--- config.mk ---
export PLATFORM = sky130hd
export DESIGN_NAME = pciecfg_mgmt_ctrl
export DESIGN_NICKNAME = d
export VERILOG_FILES = /design/src/rtl/pciecfg_pkg.sv /design/src/rtl/pciecfg_mgmt_ctrl.sv
export SDC_FILE = /design/constraint.sdc
export NUM_CORES = 1
export LEC_CHECK = 0
export CAP_MARGIN = 10
export CORE_MARGIN = 8
export CORE_UTILIZATION = 40
export DETAILED_ROUTE_END_ITERATION = 8
export PLACE_DENSITY = 0.72
export SLEW_MARGIN = 30
export SYNTH_ARGS = -nofsm -noshare
export SYNTH_HDL_FRONTEND = slang
export SYNTH_SLANG_ARGS = --single-unit
--- constraint.sdc ---
create_clock -name clk -period 4.8 [get_ports clk]
set_input_delay 0.72 -clock clk [delete_from_list [all_inputs] [get_ports clk]]
set_output_delay 0.72 -clock clk [all_outputs]
set_load 0.01 [all_outputs]
--- src/rtl/pciecfg_pkg.sv ---
// -----------------------------------------------------------------------------
// pciecfg_pkg
//
// Shared types for the PCIe configuration-management path.
//
//   FIFO_PCIECFG_T       request word carried by the inbound request FIFO.
//                        Field order, MSB first: tag, we, be, addr, data.
//   FIFO_PCIECFG_RESP_T  response word carried by the outbound response FIFO.
//                        Field order, MSB first: tag, we, status, data.
//   PCIECFG_ST_*         response status codes.
//   pciecfg_make_resp    builds a response word from its fields.
// -----------------------------------------------------------------------------
package pciecfg_pkg;

  // Request: one DWORD access to the core's configuration space.
  typedef struct packed {
    logic [7:0]  tag;   // echoed back in the response
    logic        we;    // 1 = write, 0 = read
    logic [3:0]  be;    // byte enables for the DWORD
    logic [9:0]  addr;  // DWORD address
    logic [31:0] data;  // write data (ignored for reads)
  } FIFO_PCIECFG_T;

  // Response: exactly one per request, in request order.
  typedef struct packed {
    logic [7:0]  tag;
    logic        we;
    logic [1:0]  status;
    logic [31:0] data;  // read data, 0 for writes, all-ones on timeout
  } FIFO_PCIECFG_RESP_T;

  localparam logic [1:0] PCIECFG_ST_OK      = 2'd0;
  localparam logic [1:0] PCIECFG_ST_TIMEOUT = 2'd1;

  // Read data returned when the core never completes the access.
  localparam logic [31:0] PCIECFG_TIMEOUT_DATA = 32'hFFFF_FFFF;

  function automatic FIFO_PCIECFG_RESP_T pciecfg_make_resp(
    input logic [7:0]  tag,
    input logic        we,
    input logic [1:0]  status,
    input logic [31:0] data
  );
    FIFO_PCIECFG_RESP_T r;
    r.tag    = tag;
    r.we     = we;
    r.status = status;
    r.data   = data;
    return r;
  endfunction

endpackage

--- src/rtl/pciecfg_mgmt_ctrl.sv ---
// -----------------------------------------------------------------------------
// pciecfg_mgmt_ctrl
//
// Consumer stage behind the inbound PCIe-config request FIFO. Pops one request
// at a time, executes it on the 7-series PCIe core cfg_mgmt_* port, bounds the
// access with a timeout and pushes one response per request into the outbound
// response FIFO. Single clock domain (PCIe user clock).
//
// Handshake rules (all three interfaces):
//   * Inbound FIFO: a pop is in_rd_en high for one cycle while !in_empty;
//     in_dout is valid in the cycle after the pop.
//   * Outbound FIFO: a push is out_wr_en high for one cycle; it is only issued
//     when out_full was low in the cycle the push was decided. While out_full
//     is high nothing is pushed and nothing is popped.
//   * Core: exactly one of cfg_mgmt_rd_en / cfg_mgmt_wr_en is held high with
//     addr/di/byte_en stable until cfg_mgmt_rd_wr_done is sampled high (or the
//     timeout expires). rd_wr_done outside an access is ignored.
//
// Ports:
//   clk, rst               clock, synchronous active-high reset
//   in_dout/in_empty/in_rd_en      inbound request FIFO (read side)
//   out_din/out_wr_en/out_full     outbound response FIFO (write side)
//   cfg_mgmt_*             PCIe core configuration management port
//   req_count              responses pushed (wraps)
//   timeout_count          timed-out accesses (saturates at 16'hFFFF)
//   dbg_state              current FSM state (IDLE=0, FETCH=1, ACCESS=2, RESP=3)
// -----------------------------------------------------------------------------
module pciecfg_mgmt_ctrl
  import pciecfg_pkg::*;
#(
  parameter int TIMEOUT_CYCLES = 1024,
  parameter int TO_W           = $clog2(TIMEOUT_CYCLES)
) (
  input  logic                                  clk,
  input  logic                                  rst,
  input  logic [$bits(FIFO_PCIECFG_T)-1:0]      in_dout,
  input  logic                                  in_empty,
  output logic                                  in_rd_en,
  output logic [$bits(FIFO_PCIECFG_RESP_T)-1:0] out_din,
  output logic                                  out_wr_en,
  input  logic                                  out_full,
  output logic [9:0]                            cfg_mgmt_addr,
  output logic [31:0]                           cfg_mgmt_di,
  output logic [3:0]                            cfg_mgmt_byte_en,
  output logic                                  cfg_mgmt_rd_en,
  output logic                                  cfg_mgmt_wr_en,
  output logic                                  cfg_mgmt_wr_readonly,
  input  logic [31:0]                           cfg_mgmt_do,
  input  logic                                  cfg_mgmt_rd_wr_done,
  output logic [31:0]                           req_count,
  output logic [15:0]                           timeout_count,
  output logic [1:0]                            dbg_state
);

  typedef enum logic [1:0] {
    ST_IDLE   = 2'd0,
    ST_FETCH  = 2'd1,
    ST_ACCESS = 2'd2,
    ST_RESP   = 2'd3
  } state_t;

  // Counter value in the last cycle the strobe may stay high. The counter is
  // 0 in the first strobe cycle, so the strobe is high TIMEOUT_CYCLES cycles.
  localparam logic [TO_W-1:0] TO_LAST = TO_W'(TIMEOUT_CYCLES - 1);

  // ---------------------------------------------------------------------------
  // State and registered outputs
  // ---------------------------------------------------------------------------
  state_t             state_q,         state_d;
  logic               in_rd_en_q,      in_rd_en_d;
  FIFO_PCIECFG_RESP_T out_din_q,       out_din_d;
  logic               out_wr_en_q,     out_wr_en_d;
  logic [9:0]         addr_q,          addr_d;
  logic [31:0]        di_q,            di_d;
  logic [3:0]         be_q,            be_d;
  logic               rd_en_q,         rd_en_d;
  logic               wr_en_q,         wr_en_d;
  logic [7:0]         tag_q,           tag_d;
  logic               we_q,            we_d;
  logic [TO_W-1:0]    to_cnt_q,        to_cnt_d;
  logic [31:0]        req_count_q,     req_count_d;
  logic [15:0]        timeout_count_q, timeout_count_d;

  FIFO_PCIECFG_T req;
  assign req = FIFO_PCIECFG_T'(in_dout);

  // ---------------------------------------------------------------------------
  // Next-state logic
  // ---------------------------------------------------------------------------
  always_comb begin
    state_d         = state_q;
    in_rd_en_d      = 1'b0;
    out_wr_en_d     = 1'b0;
    out_din_d       = out_din_q;
    addr_d          = addr_q;
    di_d            = di_q;
    be_d            = be_q;
    rd_en_d         = rd_en_q;
    wr_en_d         = wr_en_q;
    tag_d           = tag_q;
    we_d            = we_q;
    to_cnt_d        = to_cnt_q;
    req_count_d     = req_count_q;
    timeout_count_d = timeout_count_q;

    case (state_q)
      ST_IDLE: begin
        if (!in_empty) begin
          in_rd_en_d = 1'b1;
          state_d    = ST_FETCH;
        end
      end

      ST_FETCH: begin
        // The first FETCH cycle is the pop cycle itself; in_dout only becomes
        // valid one cycle later, so the request is latched when the pop has
        // dropped. Latching it also raises the strobe, giving pop-to-strobe
        // of two cycles.
        if (!in_rd_en_q) begin
          tag_d    = req.tag;
          we_d     = req.we;
          addr_d   = req.addr;
          di_d     = req.data;
          be_d     = req.be;
          rd_en_d  = !req.we;
          wr_en_d  = req.we;
          to_cnt_d = '0;
          state_d  = ST_ACCESS;
        end
      end

      ST_ACCESS: begin
        // done is checked before the timeout so a completion landing in the
        // final timeout cycle still returns OK with its data.
        if (cfg_mgmt_rd_wr_done) begin
          rd_en_d   = 1'b0;
          wr_en_d   = 1'b0;
          out_din_d = pciecfg_make_resp(tag_q, we_q, PCIECFG_ST_OK,
                                        we_q ? 32'h0 : cfg_mgmt_do);
          state_d   = ST_RESP;
        end else if (to_cnt_q == TO_LAST) begin
          rd_en_d   = 1'b0;
          wr_en_d   = 1'b0;
          out_din_d = pciecfg_make_resp(tag_q, we_q, PCIECFG_ST_TIMEOUT,
                                        PCIECFG_TIMEOUT_DATA);
          if (timeout_count_q != 16'hFFFF) begin
            timeout_count_d = timeout_count_q + 16'd1;
          end
          state_d   = ST_RESP;
        end else begin
          to_cnt_d = to_cnt_q + 1'b1;
        end
        // The push is decided in the same cycle the access ends, so out_wr_en
        // rises together with the strobe falling when the FIFO has room.
        if (state_d == ST_RESP && !out_full) begin
          out_wr_en_d = 1'b1;
          req_count_d = req_count_q + 32'd1;
        end
      end

      ST_RESP: begin
        // out_wr_en_q high means the push is happening this cycle; the next
        // pop may only be issued after that, keeping one request outstanding.
        if (out_wr_en_q) begin
          state_d = ST_IDLE;
        end else if (!out_full) begin
          out_wr_en_d = 1'b1;
          req_count_d = req_count_q + 32'd1;
        end
      end

      default: state_d = ST_IDLE;
    endcase
  end

  // ---------------------------------------------------------------------------
  // Registers
  // ---------------------------------------------------------------------------
  always_ff @(posedge clk) begin
    if (rst) begin
      state_q         <= ST_IDLE;
      in_rd_en_q      <= 1'b0;
      out_din_q       <= '0;
      out_wr_en_q     <= 1'b0;
      addr_q          <= '0;
      di_q            <= '0;
      be_q            <= '0;
      rd_en_q         <= 1'b0;
      wr_en_q         <= 1'b0;
      tag_q           <= '0;
      we_q            <= 1'b0;
      to_cnt_q        <= '0;
      req_count_q     <= '0;
      timeout_count_q <= '0;
    end else begin
      state_q         <= state_d;
      in_rd_en_q      <= in_rd_en_d;
      out_din_q       <= out_din_d;
      out_wr_en_q     <= out_wr_en_d;
      addr_q          <= addr_d;
      di_q            <= di_d;
      be_q            <= be_d;
      rd_en_q         <= rd_en_d;
      wr_en_q         <= wr_en_d;
      tag_q           <= tag_d;
      we_q            <= we_d;
      to_cnt_q        <= to_cnt_d;
      req_count_q     <= req_count_d;
      timeout_count_q <= timeout_count_d;
    end
  end

  // ---------------------------------------------------------------------------
  // Outputs
  // ---------------------------------------------------------------------------
  assign in_rd_en             = in_rd_en_q;
  assign out_din              = out_din_q;
  assign out_wr_en            = out_wr_en_q;
  assign cfg_mgmt_addr        = addr_q;
  assign cfg_mgmt_di          = di_q;
  assign cfg_mgmt_byte_en     = be_q;
  assign cfg_mgmt_rd_en       = rd_en_q;
  assign cfg_mgmt_wr_en       = wr_en_q;
  assign cfg_mgmt_wr_readonly = 1'b0;
  assign req_count            = req_count_q;
  assign timeout_count        = timeout_count_q;
  assign dbg_state            = state_q;

endmodule

==> run summary <==
I/O pins: 236
fin cells: 1263
Final nets: 1130
DR WL/cell: 16.5 um
largest net degree at the start of global routing: 65
sequential fraction of the synthesis area: 47.5%
vias per cell: 5.05
area leader, netlist: dfxtp_1
Synth Area in Adders: 1.47%
initial antenna violation count: 0
synth unique cells: 51
I/O Buffers: 233
# clock sinks: 161
CP Cell Sequence: inv_1, ha_1, nor2b_1, o2111ai_4, a2111o_1, or4_1, a21oi_1
relative slew slack: 40.4%
Routed Antenna Nets: 0
Leak Pwr: 3.29 nW
Placed Cells: 1230
Period Utilization, post-route: 59.9%
RSZ-0062 raised after global routing: false
final setup skew: 0.00908 ns
Clock Pin Slew Worst Setup and Hold Paths: 0.07 ns
Slowest cell on crit path: a2111o_1
vias in the first global route: 6085
Clock Power Share: 32.8%
Synth Instances: 824
Setup crit end kind: register
sequential share of power: 38.9%
most common cell after layout, fill and taps aside: clkdlybuf4s50_1
WP depth: 7
Top FF cell, synth: dfxtp_1
crit path DAT: 3.22 ns
Syn Std Cell Area: 6790 um2
WS Path Type: reg2reg
startpoint types: register
fmax: 348 MHz
number of setup buffers added after CTS: 0
Clock Root Buffer: clkbuf_16
post-synthesis compound-gate area fraction: 18.0%
TritonRoute pass-1 iters: 4
Initial Util: 40.9%
final setup TNS: 0 ns
drt drc: 0
Setup-failing EPs final: 0
Post-Synth XOR/XNOR Area: 4.00%
Tightest Pin Transition: 0.892 ns
Min Clock Period, post-route: 2.87 ns
gr usage total: 19.0%
core area: 16600 um2
Net Sw Power: 0.00128 W
final core occ: 59.6%
fraction of layout cells with a size suffix above 1: 5.47%
Comb power frac: 28.3%
Via Count: 6383
mux contribution to synthesized area: 0.461%
Area contributors post-synth: dfxtp_1 (47%), nand2_1 (8.5%), a21oi_1 (7.0%)
WP buf/inv: 1
largest family of logic cells by synthesized area: simple AND/OR/NAND/NOR gates
first-pass GRT wire length: 33.0 mm
maximum vdd ir drop: 0.228 mV
Clock Path Buffers: 2
CTS hold repair buffers: 0
worst-path maximum fanout: 15
Async SR Flop Fraction: 0%
delay-heaviest family, CP: compound AO/OA/AOI/OAI gates
Post-synth EDFFs: 0
R2R depth: 7
drt initial violations: 369
Max Cap Viol: 0
post-synthesis simple-gate area fraction: 24.1%
DP Wirelength: 14.7 mm
Int Pwr: 0.00292 W
flops & latches, synth: 161
most frequent cells in the layout: clkdlybuf4s50_1 (232), dfxtp_1 (161), nand2_1 (153)
CP required: 5.14 ns
syn avg cell area: 8.24 um2
total power divided by cell area: 426 nW/um2
Layout fillers: 1523
Tightest Hold Check Type: reg2reg
slowest stage delay, CP: 0.68 ns
top cell type's share of synthesized area: 47.5%
H-tree lvl count: 4
Layout area overhead: 45.6%
CTS tree: done
Switching Share: 30.5%
WHS Path Cells: 2
DIE AREA: 21400 um2
Die X: 146 um
total grt overflow: 0
Site Rows: 47
outcome: complete, no violations
Fin Hold WS: 0.449 ns
Diodes inserted: 0
Placer Congestion: 0.811
CTS Buf Count: 17
Final Max Slew Viols: 0
yosys warns: 0
WL final: 20.8 mm
Final Hold Viols: 0
Clk Latency, worst-skew pair: 0.41 ns
Resized cells post-CTS: 0
Die Height: 146 um
[logic make-up after synthesis]
logic type                 count (synthesis)
AOI/OAI and AO/OA                        190
and+or+nand+nor                          355
adders and majority gates                  8
muxes                                      3
xor gates and xnor gates                  31
buffers and inverters                     75
DFF                                      161
other                                      1
[cell type report]
class | count | area [um2] | area share (%)
Multi-Input combinational cell | 589 | 3290 | 33.3
Sequential cell | 161 | 3220 | 32.6
Timing Repair Buffer | 241 | 2410 | 24.4
Clock buffer | 22 | 484 | 4.90
Tap cell | 220 | 275 | 2.78
Clock inverter | 10 | 123 | 1.24
Inverter | 20 | 75.1 | 0.759
[synthesized netlist by cell type (all sizes together) (8+ instances only)]
library cell / n
dfxtp: 161
nand2: 153
a21oi: 95
nor2: 78
a211oi: 44
clkbuf: 40
nand2b: 36
xnor2: 23
nand3: 22
inv: 20
buf: 15
o21ai: 13
nand4: 12
nor3: 10
ha: 8
xor2: 8
[metal layers]
metal	part of all wire, %	GRT usage (%)
met1	46	23.2
met2	46	30.8
met3	6.6	5.81
met4	1.9	6.75
met5	0	0
[state kept, by name, indices dropped and copies added (netlist names)]
name,flops
cfg_mgmt_di,32
cfg_mgmt_rd_en,1
cfg_mgmt_wr_en,1
we_q,1
out_din,42
req_count,32
dbg_state,2
in_rd_en,1
cfg_mgmt_byte_en,4
cfg_mgmt_addr,10
timeout_count,16
out_wr_en,1
to_cnt_q,10
tag_q,8
[power by group through the flow]
stage                     clock [W]  combinational [W]  sequential (W)
after floorplan                   0           0.000548         0.00173
after global placement            0            0.00117         0.00166
after detailed placement          0            0.00118         0.00167
after CTS                   0.00141            0.00118         0.00164
after global routing        0.00147            0.00131         0.00166
final                       0.00138            0.00119         0.00164
[worst paths after layout]
kind	to	startpoint	slack (ns)
max	req_count[21]$_SDFFE_PP0P_	dbg_state[0]$_SDFFE_PP0P_	1.93
min	out_din[38]$_SDFFE_PP0P_	tag_q[3]$_SDFFE_PP0P_	0.45
max reg2reg	req_count[21]$_SDFFE_PP0P_	dbg_state[0]$_SDFFE_PP0P_	1.93
min reg2reg	out_din[38]$_SDFFE_PP0P_	tag_q[3]$_SDFFE_PP0P_	0.45
[stage by stage]
stage	setup WS, ns	power, W	instance area [um2]
3_3_place_gp	1.49	0.00283	9230
6_report	1.93	0.00421	9880
3_5_place_dp	1.57	0.00285	9250
2_1_floorplan	2.47	0.00227	6790
5_1_grt	1.72	0.00445	9880
4_1_cts	1.87	0.00424	9850
[worst register-to-register path, stage by stage (launching register included)]
cell and delay (ns):
dfxtp_1 0.42, inv_1 0.12, ha_1 0.34, nor2b_1 0.31, o2111ai_4 0.31, a2111o_1 0.68
or4_1 0.47, a21oi_1 0.15
Power figures use the tool's default switching activity.
